### config.mk
export PLATFORM = sky130hd
export DESIGN_NAME = sort_loader_flat
export DESIGN_NICKNAME = d
export VERILOG_FILES = /design/src/rtl/sort_loader_if.sv /design/src/rtl/sort_loader.sv /design/src/flat_wrapper.sv
export SDC_FILE = /design/constraint.sdc
export NUM_CORES = 1
export LEC_CHECK = 0
export CORE_MARGIN = 3
export CORE_UTILIZATION = 45
export DETAILED_ROUTE_END_ITERATION = 10
export PLACE_DENSITY = 0.76
export REMOVE_ABC_BUFFERS = 1
export SYNTH_ARGS = -nofsm -noshare
export SYNTH_HDL_FRONTEND = slang
export SYNTH_SLANG_ARGS = --single-unit
export TNS_END_PERCENT = 20
### constraint.sdc
create_clock -name clk -period 2.1 [get_ports clk]
set_input_delay 0.42 -clock clk [delete_from_list [all_inputs] [get_ports clk]]
set_output_delay 0.42 -clock clk [all_outputs]
set_load 0.005 [all_outputs]
### src/rtl/sort_loader_if.sv
// Stream-in / frame-out bundle for the sorter's upstream loader.
//   in_valid/in_ready/in_data/in_last : byte stream into the loader
//   n1..n8                            : frame lanes, n1 = first byte accepted
//   frame_valid/frame_ready           : frame handshake to the consumer
//   frame_count/frame_id              : real byte count and frame sequence number
// master = producer/consumer side, slave = loader side.
interface sort_loader_if;
  logic       in_valid;
  logic       in_ready;
  logic [7:0] in_data;
  logic       in_last;
  logic [7:0] n1, n2, n3, n4, n5, n6, n7, n8;
  logic       frame_valid;
  logic       frame_ready;
  logic [3:0] frame_count;
  logic [7:0] frame_id;

  modport master (
    output in_valid, in_data, in_last, frame_ready,
    input  in_ready, n1, n2, n3, n4, n5, n6, n7, n8,
           frame_valid, frame_count, frame_id
  );

  modport slave (
    input  in_valid, in_data, in_last, frame_ready,
    output in_ready, n1, n2, n3, n4, n5, n6, n7, n8,
           frame_valid, frame_count, frame_id
  );
endinterface

### src/rtl/sort_loader.sv
// sort_loader: packs a byte stream into an 8-lane frame for the byte sorter
// and holds it until the consumer acknowledges it.
// Ports: clk, rst_n (async, active-low), bus (sort_loader_if.slave).
// Parameter PAD: fill value for unused lanes of a short frame.
// Build option SORT_LOADER_PAD_EN: when defined, in_last closes short frames
// and pads the remaining lanes; otherwise frames always hold 8 bytes.
module sort_loader #(
  parameter logic [7:0] PAD = 8'hFF
) (
  input  logic          clk,
  input  logic          rst_n,
  sort_loader_if.slave  bus
);

  localparam int unsigned NLANES = 8;
  localparam int unsigned DW     = 8;
  localparam int unsigned IW     = 3;
  localparam int unsigned CW     = 4;
  localparam int unsigned FW     = 8;

  typedef enum logic {FILL = 1'b0, FULL = 1'b1} state_e;

  state_e          state_q, state_d;
  logic [DW-1:0]   lane_q [NLANES];
  logic [DW-1:0]   lane_d [NLANES];
  logic [IW-1:0]   idx_q, idx_d;
  logic [CW-1:0]   count_q, count_d;
  logic [FW-1:0]   id_q, id_d;
  logic            last_c;
  logic            beat_c;
  logic            close_c;
  logic            ack_c;

`ifdef SORT_LOADER_PAD_EN
  assign last_c = bus.in_last;
`else
  logic                  unused_in_last;
  localparam logic [DW-1:0] unused_pad = PAD;
  assign unused_in_last = bus.in_last;
  assign last_c         = 1'b0;
`endif

  assign beat_c  = bus.in_valid && (state_q == FILL);
  assign close_c = beat_c && ((idx_q == IW'(NLANES - 1)) || last_c);
  assign ack_c   = (state_q == FULL) && bus.frame_ready;

  // State register
  always_ff @(posedge clk or negedge rst_n) begin
    if (!rst_n) state_q <= FILL;
    else        state_q <= state_d;
  end

  // Next-state logic
  always_comb begin
    state_d = state_q;
    case (state_q)
      FILL:    if (close_c) state_d = FULL;
      FULL:    if (bus.frame_ready) state_d = FILL;
      default: state_d = FILL;
    endcase
  end

  // Handshake outputs decoded straight from the state flop
  always_comb begin
    bus.in_ready    = 1'b0;
    bus.frame_valid = 1'b0;
    if (state_q == FILL) bus.in_ready    = 1'b1;
    else                 bus.frame_valid = 1'b1;
  end

  // Lane, index, count and id updates
  always_comb begin
    for (int i = 0; i < NLANES; i++) lane_d[i] = lane_q[i];
    idx_d   = idx_q;
    count_d = count_q;
    id_d    = id_q;
    if (beat_c) begin
      lane_d[idx_q] = bus.in_data;
      idx_d         = idx_q + IW'(1);
      if (close_c) begin
        idx_d   = '0;
        count_d = CW'(idx_q) + CW'(1);
`ifdef SORT_LOADER_PAD_EN
        // Lanes beyond the closing byte get PAD so they sort to a known spot
        if (last_c) begin
          for (int i = 0; i < NLANES; i++) begin
            if (IW'(i) > idx_q) lane_d[i] = PAD;
          end
        end
`endif
      end
    end
    if (ack_c) begin
      idx_d = '0;
      id_d  = id_q + FW'(1);
    end
  end

  always_ff @(posedge clk or negedge rst_n) begin
    if (!rst_n) begin
      for (int i = 0; i < NLANES; i++) lane_q[i] <= '0;
      idx_q   <= '0;
      count_q <= '0;
      id_q    <= '0;
    end else begin
      for (int i = 0; i < NLANES; i++) lane_q[i] <= lane_d[i];
      idx_q   <= idx_d;
      count_q <= count_d;
      id_q    <= id_d;
    end
  end

  assign bus.n1          = lane_q[0];
  assign bus.n2          = lane_q[1];
  assign bus.n3          = lane_q[2];
  assign bus.n4          = lane_q[3];
  assign bus.n5          = lane_q[4];
  assign bus.n6          = lane_q[5];
  assign bus.n7          = lane_q[6];
  assign bus.n8          = lane_q[7];
  assign bus.frame_count = count_q;
  assign bus.frame_id    = id_q;

endmodule

### src/flat_wrapper.sv
// flat-port wrapper written by rule: the top's interface ports become plain ports
module sort_loader_flat 
#(
  parameter logic [7:0] PAD = 8'hFF
)
  (clk, rst_n, bus_in_valid, bus_in_data, bus_in_last, bus_frame_ready, bus_in_ready, bus_n1, bus_n2, bus_n3, bus_n4, bus_n5, bus_n6, bus_n7, bus_n8, bus_frame_valid, bus_frame_count, bus_frame_id);
  sort_loader_if bus_i ();
  input  logic clk;
  input  logic rst_n;
  input wire logic [$bits(bus_i.in_valid)-1:0] bus_in_valid;
  input wire logic [$bits(bus_i.in_data)-1:0] bus_in_data;
  input wire logic [$bits(bus_i.in_last)-1:0] bus_in_last;
  input wire logic [$bits(bus_i.frame_ready)-1:0] bus_frame_ready;
  output wire logic [$bits(bus_i.in_ready)-1:0] bus_in_ready;
  output wire logic [$bits(bus_i.n1)-1:0] bus_n1;
  output wire logic [$bits(bus_i.n2)-1:0] bus_n2;
  output wire logic [$bits(bus_i.n3)-1:0] bus_n3;
  output wire logic [$bits(bus_i.n4)-1:0] bus_n4;
  output wire logic [$bits(bus_i.n5)-1:0] bus_n5;
  output wire logic [$bits(bus_i.n6)-1:0] bus_n6;
  output wire logic [$bits(bus_i.n7)-1:0] bus_n7;
  output wire logic [$bits(bus_i.n8)-1:0] bus_n8;
  output wire logic [$bits(bus_i.frame_valid)-1:0] bus_frame_valid;
  output wire logic [$bits(bus_i.frame_count)-1:0] bus_frame_count;
  output wire logic [$bits(bus_i.frame_id)-1:0] bus_frame_id;
  assign bus_i.in_valid = bus_in_valid;
  assign bus_i.in_data = bus_in_data;
  assign bus_i.in_last = bus_in_last;
  assign bus_i.frame_ready = bus_frame_ready;
  assign bus_in_ready = bus_i.in_ready;
  assign bus_n1 = bus_i.n1;
  assign bus_n2 = bus_i.n2;
  assign bus_n3 = bus_i.n3;
  assign bus_n4 = bus_i.n4;
  assign bus_n5 = bus_i.n5;
  assign bus_n6 = bus_i.n6;
  assign bus_n7 = bus_i.n7;
  assign bus_n8 = bus_i.n8;
  assign bus_frame_valid = bus_i.frame_valid;
  assign bus_frame_count = bus_i.frame_count;
  assign bus_frame_id = bus_i.frame_id;
  sort_loader #(.PAD(PAD)) u_core (.clk(clk), .rst_n(rst_n), .bus(bus_i));
endmodule
Word level (Yosys, flattened, before mapping)
Cells that the tools add are included.
{"block": "totals", "reg_bits": 80, "out_inout_bits": 78}
{"block": "op_classes", "eq_ne": 1, "n_reduce_logical": 6, "bitwise_logic": 2, "n_lt_le_gt_ge": 2, "n_mux": 11, "addsub": 3}
{"op": "bitwise mux 64 bit", "count": 1}
{"op": "demux 8 bit (select 3 bit)", "count": 1}
{"op": "2-to-1 mux 3 bit", "count": 3}
{"op": "adder 8 x 1 -> 8 bit (second input constant)", "count": 1}
{"op": "2-to-1 mux 8 bit", "count": 1}
{"op": "adder 3 x 1 -> 4 bit (second input constant)", "count": 1}
{"op": ">= comparator 4 bit (second input constant)", "count": 1}
{"op": "logical AND 1 bit", "count": 4}
{"op": "< comparator 4 x 1 -> 1 bit (second input constant)", "count": 1}
{"op": "2-to-1 mux 1 bit", "count": 4}
{"op": "inverter 3 -> 4 bit", "count": 1}
{"op": "adder 3 x 1 -> 3 bit (second input constant)", "count": 1}
{"op": "== test 3 bit (second input constant)", "count": 1}
{"op": "case mux 1 bit (2 select lines)", "count": 1}
{"op": "AND reduction 2 bit", "count": 1}
{"op": "nonzero test 2 bit", "count": 1}
{"op": "inverter 1 bit", "count": 1}

Longest topological paths before layout
{"block": "logic_depth", "ltp_word": 6, "depth_mapped": 5, "ltp_nobuf": 5}

Worst setup path before layout
Ideal clock, no wire load.
{"block": "synth_timing", "path_type": "flip-flop to flip-flop", "startpoint": "register u_core.state_q", "endpoint": "register u_core.lane_q (netlist bit u_core.bus.n7[0])", "path_slack_ps": 543, "path_buffers": 1, "required_time_ps": 1975, "stages_incl_launch_ff": 5, "t_arrival_ps": 1432, "period_less_slack_ps": 1557, "path_cell_list": "dfrtp_1 -> buf_6 -> nand3b_4 -> nor3b_4 -> mux2_2"}
{"block": "synth_between", "elab_chain_len": 2}
{"item": "from (decl)", "line": "sort_loader.sv:23", "text": "state_e state_q, state_d;"}
{"item": "from (signal assigned)", "line": "sort_loader.sv:50", "text": "else state_q <= state_d;"}
{"item": "inverter 1 bit"}
{"item": "logical AND 1 bit", "line": "sort_loader.sv:43", "text": "assign beat_c = bus.in_valid && (state_q == FILL);"}
{"item": "to (decl)", "line": "sort_loader.sv:24", "text": "logic [DW-1:0] lane_q [NLANES];"}
Every way passes these cells.
A chain may end at the register's enable or synchronous reset.

Final worst setup path
{"block": "layout_timing", "startpoint": "register u_core.state_q", "endpoint": "output bus_frame_valid"}
{"block": "layout_between", "elab_chain_len": 1}
{"item": "2-to-1 mux 1 bit", "line": "sort_loader.sv:67", "text": "if (state_q == FILL) bus.in_ready = 1'b1;"}
{"item": "to (decl)", "line": "flat_wrapper.sv:23", "text": "output wire logic [$bits(bus_i.frame_valid)-1:0] bus_frame_valid;"}
Every way passes these cells.

==> impl_metrics.ini <==
[outcome]
outcome = finished, final reports clean

[timing]
tightest_slew_ns = 0.573
hold_violations = 0
setup_tns_ns = 0
clock_skew_ns = 0.00752
rsz0062_at_grt = no
maxSlewHeadroom = 0.618
fmax_mhz = 528
fin_crit_ns = 1.89
drv_slew = 0
period_share = 0.902
setup_violations = 0

[global_routing]
grt_pass1_vias = 2122
grt_max_degree = 46
grt_pass1_wl_um = 11600
antenna_found_initial = 0
grt.total_usage = 0.187
overflow = 0

[routing]
m1WireLength_um = 2900
wl_met3_um = 301
dr.max_layer_used = met4
drt_pass1_iterations = 4
detail_route.wl_per_cell_um = 17.5
viasPerCell = 4.98
drtIter0Drc = 70
met2WireLength_um = 3720
vias = 1992
ant_nets = 0
drc = 0
drt_wl_total_um = 7000

[worst_setup_path]
cp_max_fo = 10
worst_path_largest_cell_delay_ns = 0.57
required_ns = 1.68
critPathLaunchType = flop
slowest_stage = clkdlybuf4s50_1
rrSetupSlack_ns = 0.35
cp.arrival_ns = 1.47
worstSetupEndpointType = output pin
crit_path_cell_trace = clkdlybuf4s50_1
cp_top_family = buffers and inverters
worstSetupPathType = reg2out
cp_num_buf_inv = 1

[pwr]
p_per_area_nw_per_um2 = 1520
p_leak_uw = 0.00196
peakVddDrop_mv = 0.770

[layout]
instances_no_fill = 400
final_common_cell = clkdlybuf4s50_1
final_layout_size_suffix_gt1_frac = 0.342
fillers = 467
finalInstanceArea_um2 = 4530
syn2layout_area_growth_pct = 43.3
n_antenna_cell = 0
mostFrequentLayoutCells = 88 x clkdlybuf4s50_1, 80 x dfrtp_1, 68 x mux2_2, 10 x buf_4, 9 x clkbuf_8
layout.nets = 318

[yosys]
synth_simple_gate_area_frac = 0.0646
synth.area.top_cells = dfrtp_1 63%, mux2_2 24%, nor3b_4 1.8%
synth_compound_area_frac = 0.0115
muxShareOfSynthArea = 0.246
synth_cell_types = 27
syn_inst = 196
ys_warn_count = 0
synth_top_family_by_area = multiplexers
ys_seq_elements = 80
synth_xor_area_frac = 0.0194
yosysTopAreaCell = dfrtp_1
synthAdderAreaFrac = 0.0119
synth_area_um2 = 3160
synth.top_cell.area_share = 0.634
ys_seq_area_frac = 0.634
synth.avg_cell_area_um2 = 16.1

[die]
core.rowCount = 29
pin_count = 91
core_area_um2 = 6570
dieHeight_um = 89.8
start_util = 0.481
die_w_um = 89.8
die_area_um2 = 8060

[min_path]
hp-class = in2async

[run]
drv_cap = 0

[placement]
dp_hpwl_um = 4930
place.gp.congestion = 0.732
place_area_um2 = 4240
dp.cells = 384
io_buffers = 89

[cts]
clk_path_buf_depth = 2
cts-root-buf = clkbuf_8
h-tree-depth = 3
cts_resized = 0
clock_latency_ns = 0.35
cts_buffers = 9
cts_sinks = 80
postCtsHoldBufs = 0
post-cts-setup-buffers = 0
clk_pin_slew_worst_paths_ns = 0.09
cts_tree = built
## layer usage
metal,vias to the layer above,global-route usage
met5,-,0
met3,6,0.0509
met1,1019,0.230
li1,915,-
met2,52,0.316
met4,0,0.0690
## metrics by stage
| stage | total power, uW | utilization | hold WS, ns | setup slack [ns] |
|---|---|---|---|---|
| final | 6890 | 0.689 | 0.0601 | 0.206 |
| after global routing | 7280 | 0.689 | 0.0683 | 0.102 |
| after CTS | 6970 | 0.689 | 0.0729 | 0.190 |
| after detailed placement | 5360 | 0.645 | 0.453 | -0.0894 |
| after global placement | 5250 | 0.645 | 0.456 | -0.0437 |
| after floorplan | 3600 | - | 0.124 | 0.516 |
## cell usage after synthesis (all sizes together)
cell / instances
a22o: 3
and3: 1
and4: 1
buf: 5
dfrtp: 80
ha: 3
inv: 2
mux2: 68
mux2i: 1
nand2: 6
nand2b: 1
nand3: 1
nand3b: 4
nand4: 2
nor2: 4
nor3b: 4
o21ai: 2
or3b: 1
xnor2: 6
xor2: 1
## final cells by class
type / instances / area [um2] / area share
Inverter: 2 / 7.51 / 0.00166
Multi-Input combinational cell: 109 / 1110 / 0.246
Clock buffer: 9 / 124 / 0.0274
Sequential cell: 80 / 2000 / 0.442
Tap cell: 93 / 116 / 0.0257
Timing Repair Buffer: 100 / 996 / 0.220
Clock inverter: 7 / 166 / 0.0368
## sequential cells by signal, indices dropped and copies added (netlist names)
name,flops
u_core.bus.n5,8
u_core.bus.n7,8
u_core.bus.n6,8
u_core.state_q,1
u_core.bus.n1,8
u_core.bus.n4,8
u_core.bus.n8,8
u_core.bus.n2,8
u_core.bus.frame_id,8
u_core.idx_q,3
u_core.bus.frame_count,4
u_core.bus.n3,8
## cell families after synthesis
| group | after synthesis |
|---|---|
| xor+xnor | 7 |
| buf+inv | 7 |
| fa+ha+maj | 3 |
| mux | 69 |
| compound gates | 5 |
| flops | 80 |
| simple gates | 25 |
## final timing paths
check                                             from                endpoint  cells past startpoint
worst max-delay path                    u_core.state_q         bus_frame_valid                      1
worst min-delay path                             rst_n        u_core.bus.n4[4]                      1
worst max register to register          u_core.state_q        u_core.bus.n3[6]                      3
worst min register to register  u_core.bus.frame_id[7]  u_core.bus.frame_id[7]                      1
max in group asynchronous                        rst_n        u_core.bus.n6[6]                      2
min in group clk                u_core.bus.frame_id[7]  u_core.bus.frame_id[7]                      1
## power by group
group	internal (uW)	switching, uW
Sequential	2240	455
Clock	1030	563
Combinational	1830	775
Power figures use the tool's default switching activity.
